--- src/rtl/hls_staller_pkg.sv ---
`default_nettype none
// ============================================================================
// Module      : hls_staller_pkg
// Description : Shared types and constants for the HLS core stall controller.
//               State encoding, state width and perf counter widths.
// Revision    : 1.0  initial release
// ============================================================================
package hls_staller_pkg;

    localparam int c_STATE_W        = 2;
    localparam int c_PERF_TOTAL_W   = 32;
    localparam int c_PERF_EPISODE_W = 16;

    typedef enum logic [c_STATE_W-1:0] {
        ST_RUN     = 2'd0,
        ST_STALL   = 2'd1,
        ST_TIMEOUT = 2'd2
    } stall_state_e;

endpackage : hls_staller_pkg
`default_nettype wire

--- src/rtl/hls_staller_sat_cnt.sv ---
`default_nettype none
// ============================================================================
// Module      : hls_staller_sat_cnt
// Description : Saturating up-counter with synchronous clear. Clear has
//               priority over increment; the count holds at all-ones.
// Revision    : 1.0  initial release
// ============================================================================
module hls_staller_sat_cnt #(
    parameter int W = 8
) (
    input  logic         nvdla_core_clk,
    input  logic         nvdla_core_rstn,
    input  logic         i_inc,
    input  logic         i_clr,
    output logic [W-1:0] o_cnt
);

    logic [W-1:0] r_cnt;

    // Count up on increment, stop at all-ones, clear to zero on request.
    always_ff @(posedge nvdla_core_clk or negedge nvdla_core_rstn) begin
        if (!nvdla_core_rstn) begin
            r_cnt <= '0;
        end else if (i_clr) begin
            r_cnt <= '0;
        end else if (i_inc && !(&r_cnt)) begin
            r_cnt <= r_cnt + 1'b1;
        end
    end

    assign o_cnt = r_cnt;

endmodule : hls_staller_sat_cnt
`default_nettype wire

--- src/rtl/hls_core_staller_mc.sv ---
`default_nettype none
// ============================================================================
// Module      : hls_core_staller_mc
// Description : Multi-channel stall controller for HLS datapath cores.
//               Combines channel completion flags and a software freeze into
//               the core enable, captures the stall cause per episode, counts
//               consecutive stall cycles and raises a sticky watchdog flag.
//               Optional perf counters are built when HLS_STALLER_PERF_EN is
//               defined; otherwise those ports read constant zero.
// Revision    : 1.0  initial release
// ============================================================================
module hls_core_staller_mc
    import hls_staller_pkg::*;
#(
    parameter int N_IN  = 2,
    parameter int N_OUT = 1,
    parameter int CNT_W = 8
) (
    input  logic                   nvdla_core_clk,
    input  logic                   nvdla_core_rstn,
    input  logic [N_IN-1:0]        chn_in_wen_comp,
    input  logic [N_OUT-1:0]       chn_out_wen_comp,
    input  logic                   core_freeze,
    input  logic [CNT_W-1:0]       timeout_thr,
    input  logic                   timeout_clr,
    output logic                   core_wen,
    output logic                   core_wten,
    output logic [N_IN+N_OUT-1:0]  stall_cause,
    output logic [CNT_W-1:0]       stall_run_cnt,
    output logic                   stall_timeout,
    output logic [c_STATE_W-1:0]   stall_state,
    output logic [31:0]            stall_total_cnt,
    output logic [15:0]            stall_episode_cnt
);

    stall_state_e            r_state;
    stall_state_e            w_state_nxt;
    logic                    w_core_wen;
    logic                    w_stall;
    logic                    w_thr_hit;
    logic                    w_episode_start;
    logic                    w_to_timeout;
    logic [CNT_W:0]          w_cnt_inc;
    logic                    r_core_wten;
    logic [N_IN+N_OUT-1:0]   r_stall_cause;
    logic                    r_stall_timeout;
    logic [CNT_W-1:0]        w_run_cnt;

    assign w_core_wen = (&chn_in_wen_comp) & (&chn_out_wen_comp) & ~core_freeze;
    assign w_stall    = ~w_core_wen;

    // Compare one bit wider so a saturated count still reaches any threshold.
    assign w_cnt_inc  = {1'b0, w_run_cnt} + 1'b1;
    assign w_thr_hit  = (timeout_thr != '0) && (w_cnt_inc >= {1'b0, timeout_thr});

    // State register.
    always_ff @(posedge nvdla_core_clk or negedge nvdla_core_rstn) begin
        if (!nvdla_core_rstn) begin
            r_state <= ST_RUN;
        end else begin
            r_state <= w_state_nxt;
        end
    end

    // Next-state: leave RUN on any stall, return to RUN on any enable cycle.
    always_comb begin
        w_state_nxt = r_state;
        case (r_state)
            ST_RUN: begin
                if (w_stall) w_state_nxt = ST_STALL;
            end
            ST_STALL: begin
                if (w_core_wen)     w_state_nxt = ST_RUN;
                else if (w_thr_hit) w_state_nxt = ST_TIMEOUT;
            end
            ST_TIMEOUT: begin
                if (w_core_wen) w_state_nxt = ST_RUN;
            end
            default: w_state_nxt = ST_RUN;
        endcase
    end

    // FSM outputs: episode start strobe and watchdog firing strobe.
    always_comb begin
        w_episode_start = 1'b0;
        w_to_timeout    = 1'b0;
        case (r_state)
            ST_RUN:   w_episode_start = w_stall;
            ST_STALL: w_to_timeout    = w_stall & w_thr_hit;
            default: begin
                w_episode_start = 1'b0;
                w_to_timeout    = 1'b0;
            end
        endcase
    end

    // Registered complement of the enable for downstream write-timing.
    always_ff @(posedge nvdla_core_clk or negedge nvdla_core_rstn) begin
        if (!nvdla_core_rstn) begin
            r_core_wten <= 1'b0;
        end else begin
            r_core_wten <= ~w_core_wen;
        end
    end

    // Latch the not-ready mask at the first stall cycle of each episode.
    always_ff @(posedge nvdla_core_clk or negedge nvdla_core_rstn) begin
        if (!nvdla_core_rstn) begin
            r_stall_cause <= '0;
        end else if (w_episode_start) begin
            r_stall_cause <= {~chn_out_wen_comp, ~chn_in_wen_comp};
        end
    end

    // Sticky watchdog flag; a new firing wins over a simultaneous clear.
    always_ff @(posedge nvdla_core_clk or negedge nvdla_core_rstn) begin
        if (!nvdla_core_rstn) begin
            r_stall_timeout <= 1'b0;
        end else if (w_to_timeout) begin
            r_stall_timeout <= 1'b1;
        end else if (timeout_clr) begin
            r_stall_timeout <= 1'b0;
        end
    end

    hls_staller_sat_cnt #(
        .W (CNT_W)
    ) u_run_cnt (
        .nvdla_core_clk  (nvdla_core_clk),
        .nvdla_core_rstn (nvdla_core_rstn),
        .i_inc           (w_stall),
        .i_clr           (w_core_wen),
        .o_cnt           (w_run_cnt)
    );

`ifdef HLS_STALLER_PERF_EN
    logic [c_PERF_TOTAL_W-1:0]   w_total_cnt;
    logic [c_PERF_EPISODE_W-1:0] w_episode_cnt;

    hls_staller_sat_cnt #(
        .W (c_PERF_TOTAL_W)
    ) u_total_cnt (
        .nvdla_core_clk  (nvdla_core_clk),
        .nvdla_core_rstn (nvdla_core_rstn),
        .i_inc           (w_stall),
        .i_clr           (1'b0),
        .o_cnt           (w_total_cnt)
    );

    hls_staller_sat_cnt #(
        .W (c_PERF_EPISODE_W)
    ) u_episode_cnt (
        .nvdla_core_clk  (nvdla_core_clk),
        .nvdla_core_rstn (nvdla_core_rstn),
        .i_inc           (w_episode_start),
        .i_clr           (1'b0),
        .o_cnt           (w_episode_cnt)
    );

    assign stall_total_cnt   = w_total_cnt;
    assign stall_episode_cnt = w_episode_cnt;
`else
    assign stall_total_cnt   = '0;
    assign stall_episode_cnt = '0;
`endif

    assign core_wen      = w_core_wen;
    assign core_wten     = r_core_wten;
    assign stall_cause   = r_stall_cause;
    assign stall_run_cnt = w_run_cnt;
    assign stall_timeout = r_stall_timeout;
    assign stall_state   = r_state;

endmodule : hls_core_staller_mc
`default_nettype wire

--- config.mk ---
export PLATFORM = sky130hd
export DESIGN_NAME = hls_core_staller_mc
export DESIGN_NICKNAME = d
export VERILOG_FILES = /design/src/rtl/hls_staller_pkg.sv /design/src/rtl/hls_staller_sat_cnt.sv /design/src/rtl/hls_core_staller_mc.sv
export SDC_FILE = /design/constraint.sdc
export NUM_CORES = 1
export LEC_CHECK = 0
export ABC_AREA = 1
export CORE_ASPECT_RATIO = 0.7
export CORE_MARGIN = 2
export CORE_UTILIZATION = 45
export DETAILED_ROUTE_END_ITERATION = 12
export DONT_BUFFER_PORTS = 1
export MAX_ROUTING_LAYER = met4
export PLACE_DENSITY = 0.61
export SETUP_SLACK_MARGIN = 0.1
export SYNTH_ARGS = -nofsm -noshare
export SYNTH_HDL_FRONTEND = slang
export SYNTH_SLANG_ARGS = --single-unit
--- constraint.sdc ---
create_clock -name nvdla_core_clk -period 2.3 [get_ports nvdla_core_clk]
set_input_delay 0.345 -clock nvdla_core_clk [delete_from_list [all_inputs] [get_ports nvdla_core_clk]]
set_output_delay 0.345 -clock nvdla_core_clk [all_outputs]
set_load 0.01 [all_outputs]
Word-level counts from Yosys, hierarchy flattened. Cells that the tools add are included.

Equal/unequal tests: 5. Add/subtract/negate cells: 2. Muxes and demuxes: 11. Magnitude comparators: 1. Reduce and logical (&&, ||, !) cells: 10. Bitwise gates (word level): 7.

Operator list (count): $mux W8 (2); $add A8 B1 Y9 const B (1); $ge A9 B8 Y1 (1); $add A8 B1 Y8 const B (1); $mux W2 (4); $reduce_and A8 Y1 (1); $reduce_bool A8 Y1 (1); $pmux W2 S3 (1); $mux W1 (4); $ne A2 B2 Y1 const B (2); $reduce_bool A2 Y1 (2); $and A1 B1 Y1 (3); $ne A3 B3 Y1 const B (1); $not A1 Y1 (3); $reduce_and A3 Y1 (1); $eq A2 B1 Y1 const B (1); $eq A2 B2 Y1 const B (1); $logic_and A1 B1 Y1 (2); $logic_not A2 Y1 (1); $not A2 Y2 (1); $reduce_and A2 Y1 (1); $logic_not A1 Y1 (1).

Output and inout port bits: 64. Logic and storage cells: 41. Input port bits: 15. Register bits: 15.

Longest topological paths before layout.
Word-level depth: 7. Depth in mapped cells: 16. Mapped depth without buffers: 16.

Hierarchy. From an unflattened synthesis, not the netlist that was laid out.

Cells, all modules: 208. Area total of the unflattened synthesis: 1498.9 um^2.

Modules (own cells, without submodules): hls_core_staller_mc (seq. area each 175.2 um^2, instances 1, cells each 135, area each 1004.7 um^2); hls_staller_sat_cnt (seq. area each 200.2 um^2, instances 1, cells each 73, area each 494.2 um^2).

Worst setup path after synthesis. OpenSTA, ideal clock, no wires.

Kind: register to register. Start point: register u_run_cnt.r_cnt[0], in the netlist u_run_cnt.o_cnt[0]. End point: register r_state[0], in the netlist stall_state[0]. Period minus slack after synthesis: 1.879 ns. Path buffers: 0. Library setup time: 0.119 ns. Arrival time: 1.760 ns. Stages on the path, launching flop included: 16. Setup slack: 0.421 ns. Required time: 2.181 ns. Path through: dfrtp_1 -> ha_1 -> nand3_2 -> xnor2_1 -> ha_1 -> nand2_1 -> inv_1 -> nand3_1 -> nand3_1 -> nand2_1 -> nand2_1 -> nand2_1 -> nand2_2 -> nand2_1 -> nand2_1 -> nand2_1.

Cells in the longest elaborated chain, start to end: 5.

RTL lines: from (decl) (line hls_staller_sat_cnt.sv:18) `logic [W-1:0] r_cnt;`; from (signal assigned) (line hls_staller_sat_cnt.sv:27) `r_cnt <= r_cnt + 1'b1;`; $add A8 B1 Y9 (line hls_core_staller_mc.sv:53) `assign w_cnt_inc = {1'b0, w_run_cnt} + 1'b1;`; $ge A9 B8 Y1 (line hls_core_staller_mc.sv:54) `assign w_thr_hit = (timeout_thr != '0) && (w_cnt_inc >= {1'b0, timeout_thr});`; $logic_and A1 B1 Y1 (line hls_core_staller_mc.sv:54); $ne A3 B3 Y1 (no source line); $reduce_and A3 Y1 (no source line); to (signal assigned) (line hls_core_staller_mc.sv:61) `r_state <= w_state_nxt;`; to (decl) (line hls_core_staller_mc.sv:36) `stall_state_e r_state;`.

No other way between the ends. A chain may end at the register's enable or synchronous reset.

Final worst setup path.
Start point: register u_run_cnt.r_cnt[1], in the netlist u_run_cnt.o_cnt[1]. End point: register r_state[0], in the netlist stall_state[0].

Same word-level chain as after synthesis.

==> out/metrics.csv <==
stage;metric;value;unit
sta;finalSetupTns;0;ns
yosys;synth_edf_count;0;
yosys;synth_area_leader_cell;dfrtp_1;
final_layout;syn_to_final_growth;-5.45;%
clocking;cts_max_path_buffers;2;
grt;use_met3;0.0600;
grt;met1_usage;0.201;
floorplan;die_y;49.1;µm
sta;hold_slack;0.199;ns
sta;relSlewSlack;0.560;
sta;finalCriticalPeriod;2.00;ns
final_layout;num_antenna_cells;0;
min_path;min_path_type;in -> reg;
final_layout;final_util;0.445;
sta;max_slew.worst_pin.slew;0.657;ns
pwr;seqPwrFrac;0.423;
min_path;min_from;chn_out_wen_comp;
floorplan;die_area;3360;µm²
detailed_routing;drt-wirelength-per-cell;10.8;µm
critical_path;r2r-start;u_run_cnt.o_cnt[1];
grt;grt_max_degree;16;
place;place_hpwl;1.91;mm
grt;gr-usage-all-layers;0.144;
clocking;clk_pin_slew_worst_paths;0.07;ns
grt;grt_overflow;0;
pwr;clockPowerShare;0.166;
pwr;pwr_density_cell;1040;nW/µm²
critical_path;critPathRequiredTime;2.43;ns
grt;grt_pass1_wl;3.53;mm
grt;top_usage_layer;met2;
grt;grt_pass1_vias;799;
pwr;netSwitchingFraction;0.459;
yosys;synthesis.area;1310;µm²
sta;finalSetupViolations;0;
clocking;root_buffer;clkbuf_8;
detailed_routing;drt_wl_total;2.26;mm
floorplan;ios;79;
sta;hold_violations;0;
yosys;yosys_warnings;0;
sta;timing.final.crit_share;0.868;
critical_path;cp_max_fo;4;
yosys;ys_ff_latch;15;
clocking;clk_latency;0.25;ns
sta;timing.fmax;501;MHz
yosys;synth.most_common_cell;buf_4;
critical_path;reg2reg_slack;0.30;ns
critical_path;crit_type;reg -> reg;
critical_path;worstSetupStartpoint;u_run_cnt.o_cnt[1];
detailed_routing;drtIter0Drc;14;
sta;rsz0062_at_grt;false;
pwr;p_total;1.28;mW
sta;slew_viol_final;0;
yosys;ys_types;24;
detailed_routing;final_antenna_net_count;0;
detailed_routing;first_pass_iters;4;
pwr;peakVddDrop;0.538;mV
sta;clock_skew;0.00811;ns
clocking;htree_num_levels;1;
yosys;ys_seq_area_frac;0.287;
yosys;netlist_instances;170;
yosys;ys_async_sr_fraction;1.00;
detailed_routing;vias;871;
clocking;cts_tree;done;
detailed_routing;route.detailed.drc;0;
final_layout;fin_nets;199;
critical_path;cp-end-kind;flop;
floorplan;start_util;0.470;
pwr;total_leakage_power;0.775;nW
flow_run;max_cap_violations;0;
clocking;cts_sinks;15;
yosys;avgSynthCellArea;7.70;µm²
place;portBuffers;0;
pwr;p_comb_frac;0.411;
floorplan;row_count;16;
final_layout;drive_above_1_share;0.103;
yosys;synthTopCellsByCount;buf_4, nand2_1, inv_1;
place;place_congestion;0.971;
grt;grt.met2_usage;0.205;
yosys;synth_flop_cell;dfrtp_1;
floorplan;core_area;2780;µm²
floorplan;die_width;68.5;µm
critical_path;start_kind;flop;
clocking;numCtsBuffers;3;
yosys;synth_top_area_frac;0.287;
pwr;netSwitchingPower;0.589;mW
grt;antenna_found_initial;0;
pwr;intPower;0.695;mW
yosys;synthTopCellsByArea;dfrtp_1, buf_4, nand2_1, ha_1, inv_1;
detailed_routing;avgViaCountPerCell;4.15;
critical_path;crit_arrival;2.13;ns
run_status;status;complete, no violations;
[cells by family after synthesis]
kind of cell | count (synthesis) | synth area share
XOR/XNOR | 4 | 0.0268
other | 1 | 0.00287
AO/OA/AOI/OAI | 9 | 0.0392
adder cells (fa/ha/maj) | 9 | 0.0860
buffers and inverters | 71 | 0.344
flip-flops | 15 | 0.287
AND/OR/NAND/NOR | 61 | 0.214
[timing repair]
item | in CTS | in global routing
gates resized for setup | 0 | 2
endpoints found under the hold margin | 15 | 0
hold buffers | 1 | 0
setup buffers | 0 | 0
setup endpoints to repair | 0 | 3
[final timing paths]
kind / depth (start not counted) / endpoint
max: 15 / stall_state[0]
min: 1 / stall_cause[2]
max reg2reg: 15 / stall_state[0]
min reg2reg: 2 / stall_cause[2]
max in group asynchronous: 1 / u_run_cnt.o_cnt[1]
min in group asynchronous: 1 / stall_cause[2]
[flip-flops by register name (all words and copies together), names as in the netlist]
register,flops
stall_state,2
stall_cause,3
u_run_cnt.o_cnt,8
core_wten,1
stall_timeout,1
[power by group through the flow]
stage | registers [mW] | clock network (mW) | logic [mW]
2_1_floorplan | 0.517 | 0 | 0.469
3_5_place_dp | 0.544 | 0 | 0.514
3_3_place_gp | 0.538 | 0 | 0.495
5_1_grt | 0.562 | 0.232 | 0.618
4_1_cts | 0.541 | 0.219 | 0.527
6_report | 0.543 | 0.213 | 0.528
[placed cells by master, fill, tap and decap left out]
master         synthesis  routed
conb_1                 1      48
nand2_1               37      37
inv_1                 20      20
dfrtp_1               15      14
ha_1                   9       9
nand3_1                7       7
o21ai_0                5       5
nor2_1                 4       4
nand3_2                3       3
nand2_2                3       3
clkbuf_8               0       3
xor2_1                 2       2
nor2_2                 2       2
a21oi_1                2       2
nor4_1                 2       2
xnor2_1                2       1
and3_1                 1       1
inv_4                  1       1
nand4_1                1       1
xnor2_2                0       1
a21o_1                 1       1
inv_2                  1       1
a21oi_2                1       1
nor3_1                 1       1
clkinv_2               0       1
dlygate4sd3_1          0       1
buf_4                 48       1
dfrtp_2                0       1
[through the flow]
stage	setup WS, ns	area (µm²)	std cells
after detailed placement	0.272	1170	205
after floorplan	0.421	1490	217
final	0.303	1240	210
after global routing	0.126	1240	210
after global placement	0.301	1170	205
after CTS	0.234	1230	210
[critical path: stages, from the launching register on]
cell	delay [ns]
dfrtp_2	0.41
ha_1	0.21
nand3_2	0.13
xnor2_2	0.17
ha_1	0.30
nand2_1	0.05
inv_1	0.06
nand3_1	0.08
nand3_1	0.08
nand2_1	0.05
nand2_1	0.06
nand2_1	0.06
nand2_2	0.07
nand2_1	0.05
nand2_1	0.06
nand2_1	0.05
[per-layer routing]
| layer | vias to the layer above | wire length, µm |
|---|---|---|
| li1 | 438 | - |
| met1 | 380 | 1010 |
| met2 | 51 | 976 |
| met3 | 2 | 274 |
| met4 | 0 | 6 |
| met5 | - | 0 |
[area by class of cell]
cell class              instances  area, µm²
well taps                      36       45.0
flip-flops and latches         15        377
clock buffers                   3       41.3
inverters                      22       85.1
clock inverters                 1       5.00
repair buffers                  2       17.5
fillers                       291       1550
multi-input cells             131        667
No activity file was read; power rests on OpenSTA's default activity.
